==> config.mk <==
export PLATFORM = sky130hd
export DESIGN_NAME = btn_debouncer
export DESIGN_NICKNAME = d
export VERILOG_FILES = /design/src/rtl/btn_debouncer.sv
export SDC_FILE = /design/constraint.sdc
export NUM_CORES = 1
export LEC_CHECK = 0
export CAP_MARGIN = 20
export CORE_AREA = 3 3 40 42
export CTS_BUF_LIST = sky130_fd_sc_hd__clkbuf_2 sky130_fd_sc_hd__clkbuf_4 sky130_fd_sc_hd__clkbuf_8
export DETAILED_ROUTE_END_ITERATION = 10
export DIE_AREA = 0 0 43 45
export PLACE_DENSITY_LB_ADDON = 0.12
export SYNTH_ARGS = -nofsm -noshare
export SYNTH_HDL_FRONTEND = slang
export SYNTH_SLANG_ARGS = --single-unit
export TNS_END_PERCENT = 50
==> constraint.sdc <==
create_clock -name clk -period 1.8 [get_ports clk]
set_input_delay 0.18 -clock clk [delete_from_list [all_inputs] [get_ports clk]]
set_output_delay 0.18 -clock clk [all_outputs]
set_load 0.01 [all_outputs]
==> src/rtl/btn_debouncer.sv <==
// Button/switch conditioner: multi-flop synchroniser followed by a stability-qualifying FSM.
// Emits a clean registered level plus single-cycle rise/fall strobes.
module btn_debouncer #(
    parameter int unsigned SYNC_STAGES     = 2,
    parameter int unsigned DEBOUNCE_CYCLES = 4,
    localparam int unsigned CNT_W          = $clog2(DEBOUNCE_CYCLES + 1)
) (
    input  logic clk,
    input  logic rstn,
    input  logic btn_raw,
    output logic btn_level,
    output logic btn_rise,
    output logic btn_fall,
    output logic busy
);

    typedef enum logic [1:0] {
        IDLE_LOW  = 2'd0,
        WAIT_HIGH = 2'd1,
        IDLE_HIGH = 2'd2,
        WAIT_LOW  = 2'd3
    } state_t;

    localparam logic [CNT_W-1:0] CNT_LAST = CNT_W'(DEBOUNCE_CYCLES - 1);
    localparam logic [CNT_W-1:0] CNT_ONE  = CNT_W'(1);

    logic [SYNC_STAGES-1:0] sync_q;
    logic                   sync_in;
    state_t                 state_q, state_d;
    logic [CNT_W-1:0]       cnt_q, cnt_d;
    logic                   level_d, rise_d, fall_d;

    // Input synchroniser; only the last stage is observed by the FSM.
    always_ff @(posedge clk) begin
        if (!rstn) begin
            sync_q <= '0;
        end else begin
            sync_q <= {sync_q[SYNC_STAGES-2:0], btn_raw};
        end
    end

    assign sync_in = sync_q[SYNC_STAGES-1];

    // State, counter and registered outputs.
    always_ff @(posedge clk) begin
        if (!rstn) begin
            state_q   <= IDLE_LOW;
            cnt_q     <= '0;
            btn_level <= 1'b0;
            btn_rise  <= 1'b0;
            btn_fall  <= 1'b0;
        end else begin
            state_q   <= state_d;
            cnt_q     <= cnt_d;
            btn_level <= level_d;
            btn_rise  <= rise_d;
            btn_fall  <= fall_d;
        end
    end

    // Next-state logic: any reversal during a WAIT state aborts with no partial credit.
    always_comb begin
        state_d = state_q;
        cnt_d   = cnt_q;
        level_d = btn_level;
        rise_d  = 1'b0;
        fall_d  = 1'b0;
        case (state_q)
            IDLE_LOW: begin
                if (sync_in) begin
                    state_d = WAIT_HIGH;
                    cnt_d   = CNT_ONE;
                end else begin
                    cnt_d   = '0;
                end
            end
            WAIT_HIGH: begin
                if (!sync_in) begin
                    state_d = IDLE_LOW;
                    cnt_d   = '0;
                end else if (cnt_q == CNT_LAST) begin
                    state_d = IDLE_HIGH;
                    cnt_d   = '0;
                    level_d = 1'b1;
                    rise_d  = 1'b1;
                end else begin
                    cnt_d   = cnt_q + CNT_ONE;
                end
            end
            IDLE_HIGH: begin
                if (!sync_in) begin
                    state_d = WAIT_LOW;
                    cnt_d   = CNT_ONE;
                end else begin
                    cnt_d   = '0;
                end
            end
            WAIT_LOW: begin
                if (sync_in) begin
                    state_d = IDLE_HIGH;
                    cnt_d   = '0;
                end else if (cnt_q == CNT_LAST) begin
                    state_d = IDLE_LOW;
                    cnt_d   = '0;
                    level_d = 1'b0;
                    fall_d  = 1'b1;
                end else begin
                    cnt_d   = cnt_q + CNT_ONE;
                end
            end
            default: begin
                state_d = IDLE_LOW;
                cnt_d   = '0;
                level_d = 1'b0;
            end
        endcase
    end

    assign busy = (state_q == WAIT_HIGH) || (state_q == WAIT_LOW);

endmodule

# Word level (Yosys, flattened, before mapping)
# Index checks and enable logic that the tools add are counted.
# Widths: inputs -> output; s select.
[totals]
rom_bits = 0
mem_bits_rw = 0
latch_bits = 0
n_memories = 0
regBits = 10
output_inout_bits = 4
[classes]
n_eq_ne = 12
order_cmp = 0
n_mul = 0
mux = 19
n_addsub = 1
n_div = 0
bitwise_logic = 2
reduce_logical = 7
shifts = 0
[op_table]
columns = ["op", "count"]
rows = [
  ["$mux 2", 6],
  ["$ne 2x2->1 const B", 6],
  ["$pmux 3 s4", 1],
  ["$mux 3", 3],
  ["$pmux 2 s4", 1],
  ["$mux 1", 7],
  ["$ne 3x3->1 const B", 2],
  ["$reduce_and 5->1", 1],
  ["$eq 2x2->1 const B", 2],
  ["$reduce_and 4->1", 1],
  ["$add 3x1->3 const B", 1],
  ["$eq 3x2->1 const B", 1],
  ["$reduce_and 3->1", 1],
  ["$reduce_or 3->1", 1],
  ["$eq 2x1->1 const B", 1],
  ["$logic_not 2->1", 1],
  ["$not 1->1", 2],
  ["$pmux 1 s2", 1],
  ["$reduce_bool 2->1", 1],
  ["$logic_or 1x1->1", 1],
]

# Longest topological paths before layout
# Gate-level depths: netlist (run 1).
[depth]
ltp_word = 4
ltp_mapped = 4

# Worst setup path before layout (run 1)
# Ideal clock, no wire load.
[synth_timing]
path_type = "register to register"
startpoint = "register cnt_q[0]"
endpoint = "register cnt_q[0]"
required_time_ns = 1.681
period_less_slack_ns = 1.051
path_buffers = 0
stages_incl_launch_ff = 5
t_arrival_ns = 0.932
path_slack_ns = 0.749
path_cell_list = "dfxtp_1 > ha_1 > nand3b_1 > and3_1 > a21boi_2"
[synth_between]
elab_chain_len = 4
[synth_rtl]
columns = ["element", "line", "text"]
rows = [
  ["start, declared", "30", "logic [CNT_W-1:0] cnt_q, cnt_d;"],
  ["start signal, assigned", "54", "cnt_q <= cnt_d;"],
  ["$add 3x1->3 or $eq 3x2->1 (tied branches)", "n/a", ""],
  ["$mux 3 *", "81, 102", ""],
  ["$mux 3 (on tied branches)", "99, 78", ""],
  ["$pmux 3 s4 *", "68", "case (state_q)"],
]
# Mark *: on every way between the ends. The rest lies on a longest branch, timed or not.
# A chain may end at the register's enable or synchronous reset.

# Worst setup path in the final report (run 1)
[layout_timing]
startpoint = "register state_q[0]"
endpoint = "output port busy"
[layout_between]
elab_chain_len = 2
[layout_rtl]
columns = ["element", "line", "text"]
rows = [
  ["start, declared", "29", "state_t state_q, state_d;"],
  ["start signal, assigned", "53", "state_q <= state_d;"],
  ["$eq 2x1->1 or $eq 2x2->1 (tied branches)", "119", "assign busy = (state_q == WAIT_HIGH) || (state_q == WAIT_LOW);"],
  ["$logic_or 1x1->1 *", "119", ""],
  ["end, declared", "14", "output logic busy"],
]
# Marks and branches as above.

==> results.md, run 1 <==
- Status: finished clean
- Sequential share of the synthesized area: 56.34%
- Cell internal pwr: 0.0003672 W
- Top post-synthesis cells by area: dfxtp_1, and4b_1, and2_1, ha_1, a21boi_2
- CP endpoint: busy
- Worst r2r src: cnt_q[0]
- Clock network power share: between 40% and 50%
- Yosys reg bits: 10
- Number of port buffers: 6
- DP Area: 430.4 sq um
- Residual DRC: 0
- Power per cell area: 983.9 nW/um^2
- Crit Path Class: reg -> out
- Hold Fails Final Rpt: 0
- Htree depth: 1
- Worst-Margin Slew: 0.2781 ns
- Vias in the first global route: between 150 and 200
- Placer congestion estimate: approximately 0.7
- First-pass GRT wire length: 807 microns
- Design area: 466.7 sq um
- Critical path's largest stage delay: 0.56 ns
- R2R cell count: 4
- Largest net degree at the start of global routing: 10
- Finish-stage setup viols: 0
- Vias: 249
- Initial Utilization: about 28%
- Min Tclk post-route: between 1 and 1.5 ns
- Crit end category: output pin
- Worst EP required: 1.62 ns
- Part of the power in registers: about half
- Period utilisation layout: 77.85%
- Post-CTS Hold Buffers: 0
- Remaining global-route overflow: 0
- Number of buffers created by CTS: 3
- Fmax: 713.6 MHz
- Slew headroom: 81.40%
- DR WL/cell: 9.772 microns
- Proportion of layout cells with a drive suffix above 1: 11.90%
- CTS Sinks: 10
- Ports: 7
- Worst Path Buf+Inv: 1
- P&R area growth vs syn: 31.34%
- RSZ-0062 raised after global routing: no
- Number of warnings issued by yosys: 0
- Via density: 4.368
- Mapped Area: 355.3 sq um
- Final HPWL DP: 404.8 microns
- CP cell instances: clkdlybuf4s50_1
- Worst-path clk slew: 0.07 ns
- Mapped Cells: 33
- Worst Hold Class: reg -> reg
- Post-layout nets: 47
- Gr usage total: ~6.4%
- Initial DRC count: 6
- Worst path top cell family by delay: buffers and inverters
- Worst vdd ir: ~0.29 mV
- Worst endpoint data arrival time: 1.22 ns
- Area share of the largest cell type after synthesis: 56.34%
- Routed Antenna Nets: 0
- DIE AREA: 1935 sq um
- TritonCTS clock tree: yes
- CORE AREA: 1285 sq um
- Mapped Nets: 37
- Pre-antenna DRT Iters: 4
- Mean Syn Cell Area: 10.77 sq um
- Die extent in y: 45 microns
- Setup Buffers After CTS: 0
- P_sw: 0.00009195 W
- Post-CTS sizing: 0
- P_leak: 0.1884 nW
- Setup TNS: 0 ns
- Max-cap viol count: 0
- Overall power: 0.0004592 W
- Comb power frac: 5.6%
- Layout Skew: 0.004115 ns
- Worst reg2reg endpoint: cnt_q[0]
- Switching share of total power: 20.03%
- Reg2reg setup slack: between 0.6 and 0.7 ns
- Netlist cell types: 20
- Initial antenna violation count: 0
- Critical path depth: 1
- Ant diodes: 0
- Startpoint class of the critical path: register
- Core Util, Final: 36.32%
- Root Buffer: clkbuf_4
- Critical path peak fanout: 5
- Total Wirelength: ~560 microns
- Critical-path top delay cell: clkdlybuf4s50_1
- Clk buf depth: 2
- Crit path launch: state_q[0]
- Horiz. Die Dim: about 43 microns
- Area leader, netlist: dfxtp_1
- Clock Latency Late Sink: roughly 0.26 ns
- Max-slew violation total from the final report: 0
- Num rows: 13
cell families after synthesis:
logic type	Yosys count	share of synthesized area, %
and+or+nand+nor	13	23.95
DFF	10	56.34
AOI/OAI and AO/OA	6	11.62
buffers and inverters	2	2.111
xor gates and xnor gates	1	2.465
adders and majority gates	1	3.521
layer usage:
metal / wire length (microns) / GRT usage (%)
met3: 42 / 2.390
met1: 293 / 7.805
met5: 0 / 0
met4: 4 / 9.036
met2: 218 / 6.886
final cells by class:
| cell class | count | area [sq um] |
|---|---|---|
| Multi-Input combinational cell | 21 | 147.6 |
| Fill cell | 133 | 818.3 |
| Tap cell | 15 | 18.77 |
| Clock buffer | 4 | 36.28 |
| Inverter | 1 | 3.754 |
| Sequential cell | 10 | 200.2 |
| Timing Repair Buffer | 6 | 60.06 |
registers in the layout, indices dropped and copies added, names as in the netlist, named ones only:
register,flops
btn_fall,1
btn_level,1
btn_rise,1
cnt_q,3
state_q,1
sync_q,2
per-stage QoR:
stage | hold slack, ns | worst slack, ns | cells
6_report | 0.4382 | 0.3986 | 57
5_1_grt | 0.4674 | 0.3496 | 57
4_1_cts | 0.4449 | 0.3775 | 57
3_5_place_dp | 0.4282 | 0.5697 | 53
3_3_place_gp | 0.4204 | 0.6185 | 53
2_1_floorplan | 0.3017 | 0.7490 | 33
worst min path at each step:
stage / from / to / slack, ns / cells after the start
2_1_floorplan: rstn / sync_q[0] / 0.30 / 1
3_3_place_gp: sync_q[0] / sync_q[1] / 0.42 / 1
3_5_place_dp: sync_q[0] / sync_q[1] / 0.43 / 1
4_1_cts: sync_q[0] / sync_q[1] / 0.44 / 1
5_1_grt: sync_q[0] / sync_q[1] / 0.47 / 1
6_report: sync_q[0] / sync_q[1] / 0.44 / 1
cell usage after synthesis:
library cell	instances
dfxtp_1	10
and2_1	2
and4b_1	2
nand2_1	2
o21ai_0	2
a21boi_0	1
a21boi_2	1
a21oi_1	1
and3_1	1
and3b_1	1
clkbuf_1	1
ha_1	1
inv_1	1
nand2b_1	1
nand3_1	1
nand3b_1	1
nor2_1	1
nor3b_1	1
o211ai_1	1
xor2_1	1
worst register-to-register path: stages, from the launching register on:
cell and delay, ns:
dfxtp_1 0.35, ha_1 0.22, nand3b_1 0.13, and3_1 0.20
a21boi_2 0.14
power groups by stage:
| stage | registers [W] | clock network [W] | logic [W] |
|---|---|---|---|
| final | 0.000234 | 0.000199 | 0.0000258 |
| after global routing | 0.000235 | 0.000211 | 0.0000275 |
| after CTS | 0.000234 | 0.000210 | 0.0000258 |
| after detailed placement | 0.000239 | 0 | 0.0000257 |
| after global placement | 0.000239 | 0 | 0.0000254 |
| after floorplan | 0.000240 | 0 | 0.00000853 |
cells in the final DEF, fill, tap and decap left out:
master,count
a21boi_2,1
o211ai_1,1
and3b_1,1
clkdlybuf4s50_1,6
nand3b_1,1
o21ai_0,2
a21boi_0,1
xor2_1,1
nand2_1,2
clkbuf_4,3
nor2_1,1
dfxtp_1,10
ha_1,1
nand3_1,1
clkbuf_8,1
and4b_1,2
and2_1,2
inv_1,1
a21oi_1,1
nand2b_1,1
nor3b_1,1
and3_1,1
No activity file was read; power rests on OpenSTA's default activity.
==> inputs of run 2 (changes only) <==
clock period = 1.4 ns   (was 1.8 ns; I/O delays follow)
==> results.md, run 2 (synthesis gave the netlist of run 1 again) <==
- DR WL/cell: 9.772 microns (unchanged)
- Hold Fails Final Rpt: 0 (unchanged)
- Critical-path top delay cell: clkdlybuf4s50_1
- Fillers: 135 (+1.5%)
- Period utilisation layout: 93.53%
- Proportion of layout cells with a drive suffix above 1: 14.29% (+2.4 points)
- Register area: 201.4 sq um (+0.62%)
- Number of port buffers: 6 (unchanged)
- Via density: 4.368 (unchanged)
- Initial Utilization: 27.65% (unchanged)
- Post-CTS Hold Buffers: 0 (unchanged)
- P&R area growth vs syn: 31.69%
- Worst-Margin Slew: 0.2781 ns (unchanged)
- Die extent in y: 45 microns (unchanged)
- Num rows: 13 (unchanged)
- Crit end category: output pin
- Ports: 7 (unchanged)
- Remaining global-route overflow: 0 (unchanged)
- Final HPWL DP: 404.8 microns (unchanged)
- Setup Buffers After CTS: 0 (unchanged)
- Fmax: 763.7 MHz
- Residual DRC: 0 (unchanged)
- Most frequent cells in the layout: dfxtp_1, clkdlybuf4s50_1, clkbuf_4
- Horiz. Die Dim: 43 microns (unchanged)
- P_leak: 0.1888 nW (+0.24%)
- Pre-antenna DRT Iters: 4 (unchanged)
- Worst EP required: 1.26 ns (-0.36 ns)
- Worst Hold Class: reg -> reg
- Initial DRC count: 6 (unchanged)
- Gr usage total: 6.355% (unchanged)
- Design area: 467.9 sq um (+0.27%)
- Power per cell area: 1262 nW/um^2 (+28%)
- Worst-path clk slew: 0.07 ns (about the same)
- CP cell instances: clkdlybuf4s50_1
- Largest net degree at the start of global routing: 10 (unchanged)
- Worst vdd ir: 0.3770 mV (+29%)
- First-pass GRT wire length: 807 microns (unchanged)
- CORE AREA: 1285 sq um (unchanged)
- Biggest register: cnt_q
- Finish-stage setup viols: 0 (unchanged)
- Root Buffer: clkbuf_4
- Min Tclk post-route: around 1.3 ns
- Max-slew violation total from the final report: 0 (unchanged)
- Placer congestion estimate: 0.6996 (unchanged)
- Wire length on met2: 218 microns (unchanged)
- Layout Skew: 0.004115 ns (unchanged)
- Vias in the first global route: 191 (unchanged)
- Pre-CTS setup slack: 0.2097 ns (-0.3600 ns)
- Detailed-route wire length on metal 1: 293 microns (unchanged)
- Critical path peak fanout: 3 (-2)
- Htree depth: 1 (unchanged)
- Worst endpoint data arrival time: 1.17 ns (-0.05 ns)
- Total Wirelength: 557 microns (unchanged)
- Initial antenna violation count: 0 (unchanged)
- Number of buffers created by CTS: 3 (unchanged)
- Setup TNS: 0 ns (unchanged)
- Max-cap viol count: 0 (unchanged)
- Clk buf depth: 2 (unchanged)
- Startpoint class of the critical path: register
- TritonCTS clock tree: yes
- Max Used Layer: met4
- Worst Path Buf+Inv: 1 (unchanged)
- Met3 wire length: 42 microns (unchanged)
- Vias: 249 (unchanged)
- Post-layout nets: 47 (unchanged)
- Multi-input logic area: 147.6 sq um (unchanged)
- Top Registers: cnt_q: 3 flops, sync_q: 2 flops
- Clock Latency Late Sink: 0.26 ns (about the same)
- Routed Antenna Nets: 0 (unchanged)
- Ant diodes: 0 (unchanged)
- Largest register FFs: 3 (unchanged)
- Leading cell type in the layout, fill and taps excluded: dfxtp_1
- DIE AREA: 1935 sq um (unchanged)
- Overall power: 0.0005905 W (+29%)
- RSZ-0062 raised after global routing: no
- Fin worst setup slack: 0.09056 ns (-0.3081 ns)
- CTS Sinks: 10 (unchanged)
- DP Area: 430.4 sq um (unchanged)
- Post-CTS sizing: 0 (unchanged)
- Slew headroom: 81.40% (unchanged)
- Status: finished clean
- Critical path's largest stage delay: 0.54 ns (-0.02 ns)
- Worst path top cell family by delay: buffers and inverters
- Crit Path Class: reg -> out
==> run 2: per-layer routing <==
layer  vias up  global-route usage, %
met5         -                      0
met3         2                  2.390
met2         7                  6.886
li1        132                      -
met1       108                  7.805
met4         0                  9.036
==> run 2: path summary, 6_finish.rpt <==
path	endpoint	start	depth (start not counted)	slack, ns
max	btn_level	btn_level	1	0.09
min	sync_q[1]	sync_q[0]	1	0.44
max reg2reg	cnt_q[0]	cnt_q[0]	4	0.26
min reg2reg	sync_q[1]	sync_q[0]	1	0.44
==> run 2: final cells by class <==
type / count / share of cell area [%]
Multi-Input combinational cell: 21 / 31.55
Inverter: 1 / 0.8021
Tap cell: 15 / 4.011
Sequential cell: 10 / 43.05
Clock buffer: 4 / 7.754
Timing Repair Buffer: 6 / 12.83
==> run 2: report_power, final <==
group / internal [W] / switching (W) / leakage, nW
clock network: 0.000158 / 0.0000981 / 0.0210
logic: 0.0000207 / 0.0000125 / 0.0861
registers: 0.000294 / 0.00000756 / 0.0817
total: 0.000472 / 0.000118 / 0.189
==> run 2: through the flow <==
step | cells | hold WS, ns | util (%)
after floorplan | 33 | 0.2617 | -
after global placement | 53 | 0.4204 | 33.50
after detailed placement | 53 | 0.4282 | 33.50
after CTS | 57 | 0.4449 | 36.32
after global routing | 57 | 0.4674 | 36.42
final | 57 | 0.4382 | 36.42
==> inputs of run 3 (changes only) <==
DONT_BUFFER_PORTS = 1   (was unset)
==> results.md, run 3 (synthesis gave the netlist of run 1 again) <==
- Status: finished clean
- First-pass GRT wire length: 876 microns (+8.6%)
- Worst endpoint data arrival time: 1.36 ns (+0.19 ns)
- Largest register FFs: 3 (unchanged)
- Worst Hold Class: in -> reg
- Max-slew violation total from the final report: 0 (unchanged)
- Top Registers: cnt_q: 3 flops, sync_q: 2 flops
- Die extent in y: 45 microns (unchanged)
- Initial DRC count: 2 (-4)
- Worst vdd ir: 0.7299 mV (+94%)
- Initial Utilization: 27.65% (unchanged)
- Power per cell area: 1336 nW/um^2 (+5.9%)
- Remaining global-route overflow: 0 (unchanged)
- Post-layout nets: 43 (-8.5%)
- TritonCTS clock tree: yes
- Residual DRC: 0 (unchanged)
- Max-cap viol count: 0 (unchanged)
- Placer congestion estimate: 0.6246 (-11%)
- CORE AREA: 1285 sq um (unchanged)
- Critical path peak fanout: 8 (+5)
- Critical path's largest stage delay: 0.55 ns (about the same)
- Finished Layout Cells: 53 (-7.0%)
- Fin worst setup slack: 0.1816 ns (+0.09099 ns)
- Pre-antenna DRT Iters: 2 (-2)
- Post-CTS sizing: 0 (unchanged)
- Worst-path clk slew: 0.06 ns (about the same)
- Horiz. Die Dim: 43 microns (unchanged)
- Period utilisation layout: 87.03% (-6.5 points)
- Setup TNS: 0 ns (unchanged)
- Proportion of layout cells with a drive suffix above 1: 13.16% (-1.1 points)
- P_leak: 0.1766 nW (-6.5%)
- Initial antenna violation count: 0 (unchanged)
- Critical-path top delay cell: dlygate4sd3_1
- P&R area growth vs syn: 20.07%
- RSZ-0062 raised after global routing: no
- Leading cell type in the layout, fill and taps excluded: dfxtp_1
- Layout Skew: 0.001188 ns (-0.002927 ns)
- CTS Sinks: 10 (unchanged)
- DR WL/cell: 10.28 microns (+5.2%)
- Ports: 7 (unchanged)
- Total Wirelength: 545 microns (-2.2%)
- Gr usage total: 6.611% (+0.26 points)
- CP cell instances: dlygate4sd3_1, and2_1, dlygate4sd3_1
- Fillers: 143 (+5.9%)
- Crit end category: register
- Largest net degree at the start of global routing: 9 (-1)
- Setup Buffers After CTS: 0 (unchanged)
- Num rows: 13 (unchanged)
- Htree depth: 1 (unchanged)
- Via density: 4.623 (+5.8%)
- DIE AREA: 1935 sq um (unchanged)
- Pre-CTS setup slack: 0.2323 ns (+0.02256 ns)
- Worst-Margin Slew: 0.2414 ns (-0.03676 ns)
- Root Buffer: clkbuf_4
- Most frequent cells in the layout: dfxtp_1, clkbuf_4
- Vias: 245 (-1.6%)
- Hold Fails Final Rpt: 0 (unchanged)
- Crit Path Class: in -> reg
- Most used cell along the critical path: dlygate4sd3_1
- Fmax: 820.7 MHz (+7.5%)
- Finish-stage setup viols: 0 (unchanged)
- Startpoint class of the critical path: input port
- Clock Latency Late Sink: 0.26 ns (about the same)
- Vias in the first global route: 221 (+16%)
- Biggest register: cnt_q
- Overall power: 0.0005701 W (-3.5%)
- Routed Antenna Nets: 0 (unchanged)
- Clk buf depth: 2 (unchanged)
- Placed cell count: 47 (-11%)
- Number of buffers created by CTS: 3 (unchanged)
- Min Tclk post-route: 1.218 ns (-0.09099 ns)
- Number of port buffers: 0 (-6)
- Worst EP required: 1.55 ns (+0.29 ns)
- Slew headroom: 83.89% (+2.5 points)
- Ant diodes: 0 (unchanged)
==> run 3: changes by cell type in the layout (fill, tap and decap cells not counted) <==
cell             change
clkdlybuf4s50_1      -6
dlygate4sd3_1        +2
dfxtp_1              +1
dfxtp_2              -1
==> run 3: power breakdown <==
part           switching (W)  internal [W]   total, W
Combinational     0.00000498     0.0000107  0.0000157
Sequential         0.0000107      0.000294   0.000304
Clock              0.0000925      0.000158   0.000250
Total               0.000108      0.000462   0.000570
==> run 3: stage by stage <==
| step | utilization [%] | area [sq um] | hold slack [ns] |
|---|---|---|---|
| after floorplan | - | 355.3 | 0.2617 |
| after CTS | 33.20 | 426.7 | 0.02418 |
| after global placement | 28.82 | 370.4 | 0.2626 |
| after detailed placement | 28.82 | 370.4 | 0.2652 |
| final | 33.20 | 426.7 | 0.03386 |
| after global routing | 33.20 | 426.7 | 0.01173 |
==> run 3: layout make-up <==
type	count	area, sq um	share of cell area [%]
Inverter	1	3.754	0.8798
Timing Repair Buffer	2	20.02	4.692
Clock buffer	4	36.28	8.504
Sequential cell	10	200.2	46.92
Multi-Input combinational cell	21	147.6	34.60
Tap cell	15	18.77	4.399
==> run 3: repair_timing <==
| action | in CTS | in global routing |
|---|---|---|
| hold buffers | 2 | 0 |
| setup endpoints to repair | 0 | 0 |
| endpoints found under the hold margin | 2 | 0 |
==> run 3: metal layers <==
layer / GRT usage [%] / part of all wire [%]
met5: 0 / 0
met1: 7.090 / 49
met4: 1.807 / 0
met2: 8.982 / 44
met3: 6.773 / 6.8
==> run 3: final timing paths <==
path	from	to	slack, ns	cells past startpoint
setup / recovery	rstn	sync_q[0]	0.18	3
setup reg to reg	cnt_q[0]	cnt_q[0]	0.23	4
hold / removal	rstn	btn_level	0.03	2
hold reg to reg	sync_q[0]	sync_q[1]	0.44	1
==> run 3: worst max-delay path, delay by kind of cell <==
family / cells / cell delay (ns)
buffers and inverters: 2 / 1.09
and+or+nand+nor: 1 / 0.14
